**src/rtl/keccak_pkg.sv**
```systemverilog
// keccak_pkg: shared constants and FSM state type for the Keccak unpadder.
package keccak_pkg;
  localparam int LANE_W = 64;
  localparam int LANES = 9;
  localparam int RATE_W = LANE_W * LANES;
  localparam logic [7:0] PAD_FIRST = 8'h01;
  localparam int PAD_LAST_BIT = 7;
  typedef enum logic [1:0] {IDLE, SCAN, STREAM} state_t;
endpackage

```
**src/rtl/keccak_lane_scan.sv**
```systemverilog
// keccak_lane_scan: finds the highest nonzero byte of a lane and checks it is the pad marker.
module keccak_lane_scan
  import keccak_pkg::*;
(
  input  logic [LANE_W-1:0] lane,
  input  logic              mask_top,
  output logic              found,
  output logic [2:0]        byte_idx,
  output logic              marker_ok
);
  logic [LANE_W-1:0] m;
  always_comb begin
    m = lane;
    m[LANE_W-8+PAD_LAST_BIT] = lane[LANE_W-8+PAD_LAST_BIT] & ~mask_top;
    found = 1'b0;
    byte_idx = 3'd0;
    for (int b = 0; b < 8; b++)
      if (|m[8*b +: 8]) begin
        found = 1'b1;
        byte_idx = 3'(b);
      end
    marker_ok = m[8*byte_idx +: 8] == PAD_FIRST;
  end
endmodule

```
**src/rtl/keccak_unpadder.sv**
```systemverilog
// keccak_unpadder: streams rate blocks out lane by lane, validating pad10*1 on the final block.
module keccak_unpadder #(
  parameter int LANES = 9
) (
  input  logic                  clk,
  input  logic                  rst_n,
  input  logic [64*LANES-1:0]   blk_in,
  input  logic                  blk_valid,
  input  logic                  blk_last,
  output logic                  blk_ready,
  output logic [63:0]           word_out,
  output logic [3:0]            word_bytes,
  output logic                  word_last,
  output logic                  word_valid,
  input  logic                  word_ready,
  output logic                  pad_err
);
  import keccak_pkg::*;
  localparam logic [3:0] LAST_LANE = 4'(LANES - 1);
  state_t state, state_n;
  logic [64*LANES-1:0] blk_r, blk_n;
  logic [3:0] idx, idx_n, nwords, nwords_n, nlast, nlast_n;
  logic fin, fin_n, err_n, up, found, marker_ok, at_end;
  logic [2:0] byte_idx;
  logic [6:0] l;
  logic [63:0] lane, keep;
  assign lane = blk_r[64*(LANES-1-int'(idx)) +: 64];
  keccak_lane_scan u_scan (
    .lane(lane),
    .mask_top(idx == LAST_LANE),
    .found(found),
    .byte_idx(byte_idx),
    .marker_ok(marker_ok)
  );
  // message length = 8*lane + byte of the marker
  assign l = {idx, byte_idx};
  assign at_end = idx == nwords - 4'd1;
  assign blk_ready = up && state == IDLE;
  assign word_valid = state == STREAM;
  assign word_last = word_valid && fin && at_end;
  assign word_bytes = word_valid ? (at_end ? nlast : 4'd8) : 4'd0;
  always_comb
    for (int b = 0; b < 8; b++)
      keep[8*b +: 8] = {8{4'(b) < word_bytes}};
  assign word_out = lane & keep;
  always_comb begin
    state_n = state;
    blk_n = blk_r;
    idx_n = idx;
    nwords_n = nwords;
    nlast_n = nlast;
    fin_n = fin;
    err_n = 1'b0;
    case (state)
      IDLE:
        if (blk_valid && blk_ready) begin
          blk_n = blk_in;
          fin_n = blk_last;
          nwords_n = 4'(LANES);
          nlast_n = 4'd8;
          idx_n = blk_last ? LAST_LANE : 4'd0;
          state_n = blk_last ? SCAN : STREAM;
        end
      SCAN:
        if ((idx == LAST_LANE && !lane[56+PAD_LAST_BIT]) || (found && !marker_ok) || (!found && idx == 4'd0)) begin
          err_n = 1'b1;
          state_n = IDLE;
        end else if (found) begin
          nwords_n = l == 7'd0 ? 4'd1 : 4'((l + 7'd7) >> 3);
          nlast_n = l[2:0] != 3'd0 ? {1'b0, l[2:0]} : (l == 7'd0 ? 4'd0 : 4'd8);
          idx_n = 4'd0;
          state_n = STREAM;
        end else
          idx_n = idx - 4'd1;
      STREAM:
        if (word_ready) begin
          idx_n = idx + 4'd1;
          state_n = at_end ? IDLE : STREAM;
        end
      default: state_n = IDLE;
    endcase
  end
  always_ff @(posedge clk or negedge rst_n)
    if (!rst_n) begin
      state <= IDLE;
      blk_r <= '0;
      idx <= '0;
      nwords <= '0;
      nlast <= '0;
      fin <= 1'b0;
      pad_err <= 1'b0;
      up <= 1'b0;
    end else begin
      state <= state_n;
      blk_r <= blk_n;
      idx <= idx_n;
      nwords <= nwords_n;
      nlast <= nlast_n;
      fin <= fin_n;
      pad_err <= err_n;
      up <= 1'b1;
    end
endmodule

```
**config.mk**
```make
export PLATFORM = sky130hd
export DESIGN_NAME = keccak_unpadder
export DESIGN_NICKNAME = d
export VERILOG_FILES = /design/src/rtl/keccak_pkg.sv /design/src/rtl/keccak_lane_scan.sv /design/src/rtl/keccak_unpadder.sv
export SDC_FILE = /design/constraint.sdc
export NUM_CORES = 2
export LEC_CHECK = 0
export CORE_ASPECT_RATIO = 0.9
export CORE_MARGIN = 3
export CORE_UTILIZATION = 45
export DETAILED_ROUTE_END_ITERATION = 16
export PLACE_DENSITY = 0.73
export SYNTH_ARGS = -nofsm -noshare
export SYNTH_HDL_FRONTEND = slang
export SYNTH_SLANG_ARGS = --single-unit
```
**constraint.sdc**
```tcl
create_clock -name clk -period 6.63 [get_ports clk]
set_input_delay 1.326 -clock clk [delete_from_list [all_inputs] [get_ports clk]]
set_output_delay 1.326 -clock clk [all_outputs]
set_load 0.03 [all_outputs]
```
# --- After elaboration in Yosys (flattened, before gate mapping) ---
# Index checks and enable logic that the tools add are counted.
classes:
  addsub: 5
  magnitude_cmp: 8
  eq_ne: 10
  shifts: 2
  n_mux: 43
  bitwise_logic: 3
  n_reduce_logical: 30
op_table:
  columns: ["operator", "count"]
  rows:
  - ["$shiftx A576 B11 Y64", 1]
  - ["$and A64 B64 Y64", 1]
  - ["$mux W4", 16]
  - ["$reduce_or A8 Y1", 8]
  - ["$shiftx A64 B7 Y8", 1]
  - ["$lt A3 B4 Y1 const A", 4]
  - ["$mux W2", 8]
  - ["$pmux W4 S2", 2]
  - ["$mux W3", 4]
  - ["$pmux W4 S3", 1]
  - ["$mux W1", 11]
  - ["$eq A8 B1 Y1 const B", 1]
  - ["$lt A1 B4 Y1 const A", 2]
  - ["$lt A2 B4 Y1 const A", 2]
  - ["$reduce_and A4 Y1", 2]
  - ["$sub A4 B1 Y4 const B", 2]
  - ["$add A7 B3 Y7 const B", 1]
  - ["$logic_and A1 B1 Y1", 7]
  - ["$logic_not A7 Y1", 1]
  - ["$pmux W2 S3", 1]
  - ["$reduce_bool A3 Y1", 2]
  - ["$sub A4 B4 Y5 const A", 1]
  - ["$add A4 B1 Y4 const B", 1]
  - ["$eq A4 B4 Y1", 1]
  - ["15 further kinds", 20]
word_totals:
  ff_bits: 593
  inputBits: 581
  output_inout_bits: 72
  word_cells: 109

# --- Logic depth before layout (Yosys ltp) ---
logic_depth:
  word_depth: 18
  depth_mapped: 20
  mapped_depth_nobuf: 13

# --- Hierarchy ---
# From an unflattened synthesis, not the netlist that was laid out.
hier_totals:
  cells_unflattened: 1860
  area_unflattened_um2: 27817.9
modules_own_cells:
  columns: ["module", "instances", "cells_per_inst", "area_per_inst_um2", "seq_area_each_um2"]
  rows:
  - ["keccak_unpadder", 1, 1803, 27387.5, 14839.2]
  - ["keccak_lane_scan", 1, 57, 430.4, 0.0]

# --- Worst setup path before layout ---
# Ideal clock, no wire load.
synth_timing:
  path_kind: "flip-flop to output port"
  from: "register idx[0]"
  to: "output word_out[10]"
  arrival_ps: 3534
  required_time_ps: 5304
  path_slack_ps: 1770
  stages_incl_launch_ff: 15
  n_path_buf: 8
  path_cell_list: "dfrtp_1 > buf_6 > buf_6 > inv_2 > ha_1 > buf_4 > buf_4 > or2_2 > buf_4 > nor2_1 > clkbuf_1 > buf_2 > buf_1 > nand2_1 > a21oi_1"
synth_via:
  elab_chain_len: 5
synth_rtl:
  columns: ["item", "line", "rtl"]
  rows:
  - ["start, declared", "keccak_unpadder.sv:22", "logic [3:0] idx, idx_n, nwords, nwords_n, nlast, nlast_n;"]
  - ["start signal, assigned", "keccak_unpadder.sv:96", "idx <= idx_n;"]
  - ["branches (longest 4 deep; another with $sub A4 B4 Y5)", null, null]
  - ["$and A64 B64 Y64 (*)", "keccak_unpadder.sv:45", "assign word_out = lane & keep;"]
  - ["end, declared", "keccak_unpadder.sv:11", "output logic [63:0] word_out,"]
# Every way passes the cells marked *.

# --- Worst setup path in the final report ---
layout_timing:
  from: "register idx[0]"
  to: "output word_out[25]"
layout_via:
  elab_chain_len: 5
layout_rtl:
  columns: ["item", "line"]
  rows:
  - ["branches (longest 4 deep; another with $sub A4 B4 Y5)", null]
  - ["$and A64 B64 Y64 (*)", "keccak_unpadder.sv:45"]
# Marks and branches as above.

==> flow_metrics.env <==
export IMPL_fin_tns_setup_ns=0
export IMPL_routabilityCongestion=0.884
export IMPL_synth_area_leader_cell="dfrtp_1"
export IMPL_drc=0
export IMPL_ir_worst_vdd_uv=273
export IMPL_drtIter0Drc=1523
export IMPL_routed_via_count=19600
export IMPL_synth_edf_count=0
export IMPL_cts_root_buf="clkbuf_16"
export IMPL_std_cell_rows=86
export IMPL_finalCritPeriodShare=0.907
export IMPL_slowest_delay_ns=0.79
export IMPL_period_needed_ns=6.01
export IMPL_synth_top_cell_area_share=0.530
export IMPL_overflow=0
export IMPL_hold_path_end="blk_r[164]"
export IMPL_dieArea_sq_um=65200
export IMPL_tightest_slew_ns=1.15
export IMPL_slowest_stage="clkdlybuf4s50_1"
export IMPL_totalWireLength_mm=91.7
export IMPL_maxSlewHeadroom=0.227
export IMPL_r2r_cells=14
export IMPL_holdPathStages=1
export IMPL_clockBufferDepth=3
export IMPL_fill_cells=4716
export IMPL_worstSetupPathType="register to output pin"
export IMPL_worstPathCellList="inv_2 > ha_4 > nor2b_1 > a31o_4 > a22o_1 > a21oi_1 > nor2_1 > clkdlybuf4s50_1"
export IMPL_crit_family="compound AO/OA/AOI/OAI gates"
export IMPL_num_io_pins=653
export IMPL_rr_endpoint="idx[3]"
export IMPL_r2r_start="idx[1]"
export IMPL_synth_async_reset_ratio=1.00
export IMPL_leakagePower_nw=15.2
export IMPL_hold_viol_final=0
export IMPL_synthesis_area_sq_um=28000
export IMPL_ys_types=87
export IMPL_worstSetupPathDepth=8
export IMPL_synth_common_cells="593 x dfrtp_1, 593 x mux2_2, 103 x nand2_1"
export IMPL_hold_path_startpoint="blk_r[164]"
export IMPL_dp_hpwl_mm=68.6
export IMPL_drv_slew=0
export IMPL_drive_gt1_frac=0.317
export IMPL_regArea_sq_um=14800
export IMPL_hold_buffers=0
export IMPL_start_util=0.456
export IMPL_post_cts_buffers=0
export IMPL_rrSetupSlack_ns=1.34
export IMPL_crit_path_end_kind="output pin"
export IMPL_cp_max_fo=44
export IMPL_port_buffers=652
export IMPL_synth_seq_cells=593
export IMPL_die_x_um=269
export IMPL_grt_pass1_wl_mm=133
export IMPL_cp_required_ns=5.30
export IMPL_clk_latency_ns=0.63
export IMPL_synth_area_leaders="dfrtp_1 53%, mux2_2 24%, mux4_2 6.9%, nand2_1 1.4%, mux2i_1 1.3%"
export IMPL_area_growth_pct=33.3
export IMPL_vias_per_cell=5.67
export IMPL_antenna_found_initial=25
export IMPL_routedWlPerCell_um=26.6
export IMPL_status="finished, final reports clean"
export IMPL_cts_tree="yes"
export IMPL_multi_input_area_sq_um=12400
export IMPL_ys_seq_area_frac=0.530
export IMPL_cp_num_buf_inv=2
export IMPL_holdCritPathClass="register to register"
export IMPL_first_pass_iters=6
export IMPL_core_sq_um=61300
export IMPL_clkTransAtPathRegs_ns=0.06
export IMPL_placed_area_sq_um=35200
export IMPL_grt_max_degree=163
export IMPL_grt_pass1_vias=21000
export IMPL_ys_flop_type="dfrtp_1"
export IMPL_synthCells=1985
export IMPL_antenna_left=0
export IMPL_synth_area_per_cell_sq_um=14.1
export IMPL_htree_levels=2
export IMPL_die_h_um=243
export IMPL_syn_nets=2575
export IMPL_critPathArrivalTime_ns=4.69
export IMPL_final_area_sq_um=37300
export IMPL_fin_nets=3187
export IMPL_max_clock_freq_mhz=166
export IMPL_grt_usage=0.276
export IMPL_cts_num_sinks=593
export IMPL_cts_buffers=60
export IMPL_cap_violations=0
export IMPL_critPathLaunchType="register"
export IMPL_clock_skew_ns=0.0201
export IMPL_cts_resized=0
export IMPL_fin_hold_ws_ns=0.500
export IMPL_finalSetupViolations=0
export IMPL_power_density_nw_per_um2=458
export IMPL_synth_warnings=0
export IMPL_rsz0062_at_grt="no"
[per-layer routing]
layer	vias to the layer above	part of all wire	track usage
met5	-	0.0018	0
met4	26	0.028	0.0896
met3	156	0.074	0.0713
met2	687	0.50	0.469
met1	10100	0.40	0.343
li1	8643	-	-
[cell type report]
cell class / instances / share of cell area
flip-flops and latches: 593 / 0.398
multi-input cells: 1242 / 0.333
repair buffers: 677 / 0.183
clock buffers: 81 / 0.0461
well taps: 792 / 0.0266
clock inverters: 30 / 0.00939
inverters: 23 / 0.00231
diodes: 13 / 0.000872
[stage by stage]
step           utilization  worst slack, ns  std cells  power [mW]
2_1_floorplan            -             1.77       1985        10.9
4_1_cts              0.608            0.568       3438        17.2
3_3_place_gp         0.574             1.27       3327        13.3
3_5_place_dp         0.574             1.25       3327        13.6
5_1_grt              0.608            0.437       3448        18.0
6_report             0.608            0.617       3451        17.1
[cell families after synthesis]
group | Yosys count | share of synthesized area
muxes | 722 | 0.327
DFF | 593 | 0.530
and+or+nand+nor | 296 | 0.0512
AOI/OAI and AO/OA | 200 | 0.0553
buffers and inverters | 150 | 0.0275
xor gates and xnor gates | 14 | 0.00465
adders and majority gates | 9 | 0.00403
other | 1 | 0.000134
[layout by cell type (no fill, tap or decap), drive strengths merged, types with 7 or more instances in the layout]
master	netlist	final
a21o	9	9
a21oi	47	47
a221oi	8	8
a222oi	17	17
a22o	18	18
a22oi	9	9
a31oi	10	10
buf	62	27
bufinv	0	7
clkbuf	65	81
clkdlybuf4s50	0	650
clkinv	0	17
dfrtp	593	593
diode	0	13
ha	9	9
inv	23	26
mux2	593	593
mux2i	37	37
mux4	92	92
nand2	105	105
nand3	24	24
nand4	11	11
nor2	74	74
nor2b	12	12
nor3	23	23
nor4	12	12
o21ai	16	16
o221ai	7	7
xnor2	10	10
[worst max path at each step]
stage	from	to	slack, ns
6_report	idx[0]	word_out[25]	0.62
4_1_cts	idx[0]	word_out[25]	0.57
5_1_grt	idx[1]	word_out[12]	0.44
2_1_floorplan	idx[0]	word_out[10]	1.77
3_3_place_gp	idx[1]	idx[3]	1.27
3_5_place_dp	idx[0]	word_out[25]	1.25
[power by group]
part	switching [mW]	total [mW]	internal, mW
combinational	3.46	7.05	3.59
clock	1.48	3.57	2.09
sequential	1.03	6.48	5.44
[state kept, by name (all words and copies together), names as in the netlist]
name and cells:
blk_r 576, pad_err 1, nlast 4, nwords 4
up 1, fin 1, state 2, idx 4
(Power assumes the default switching activity.)
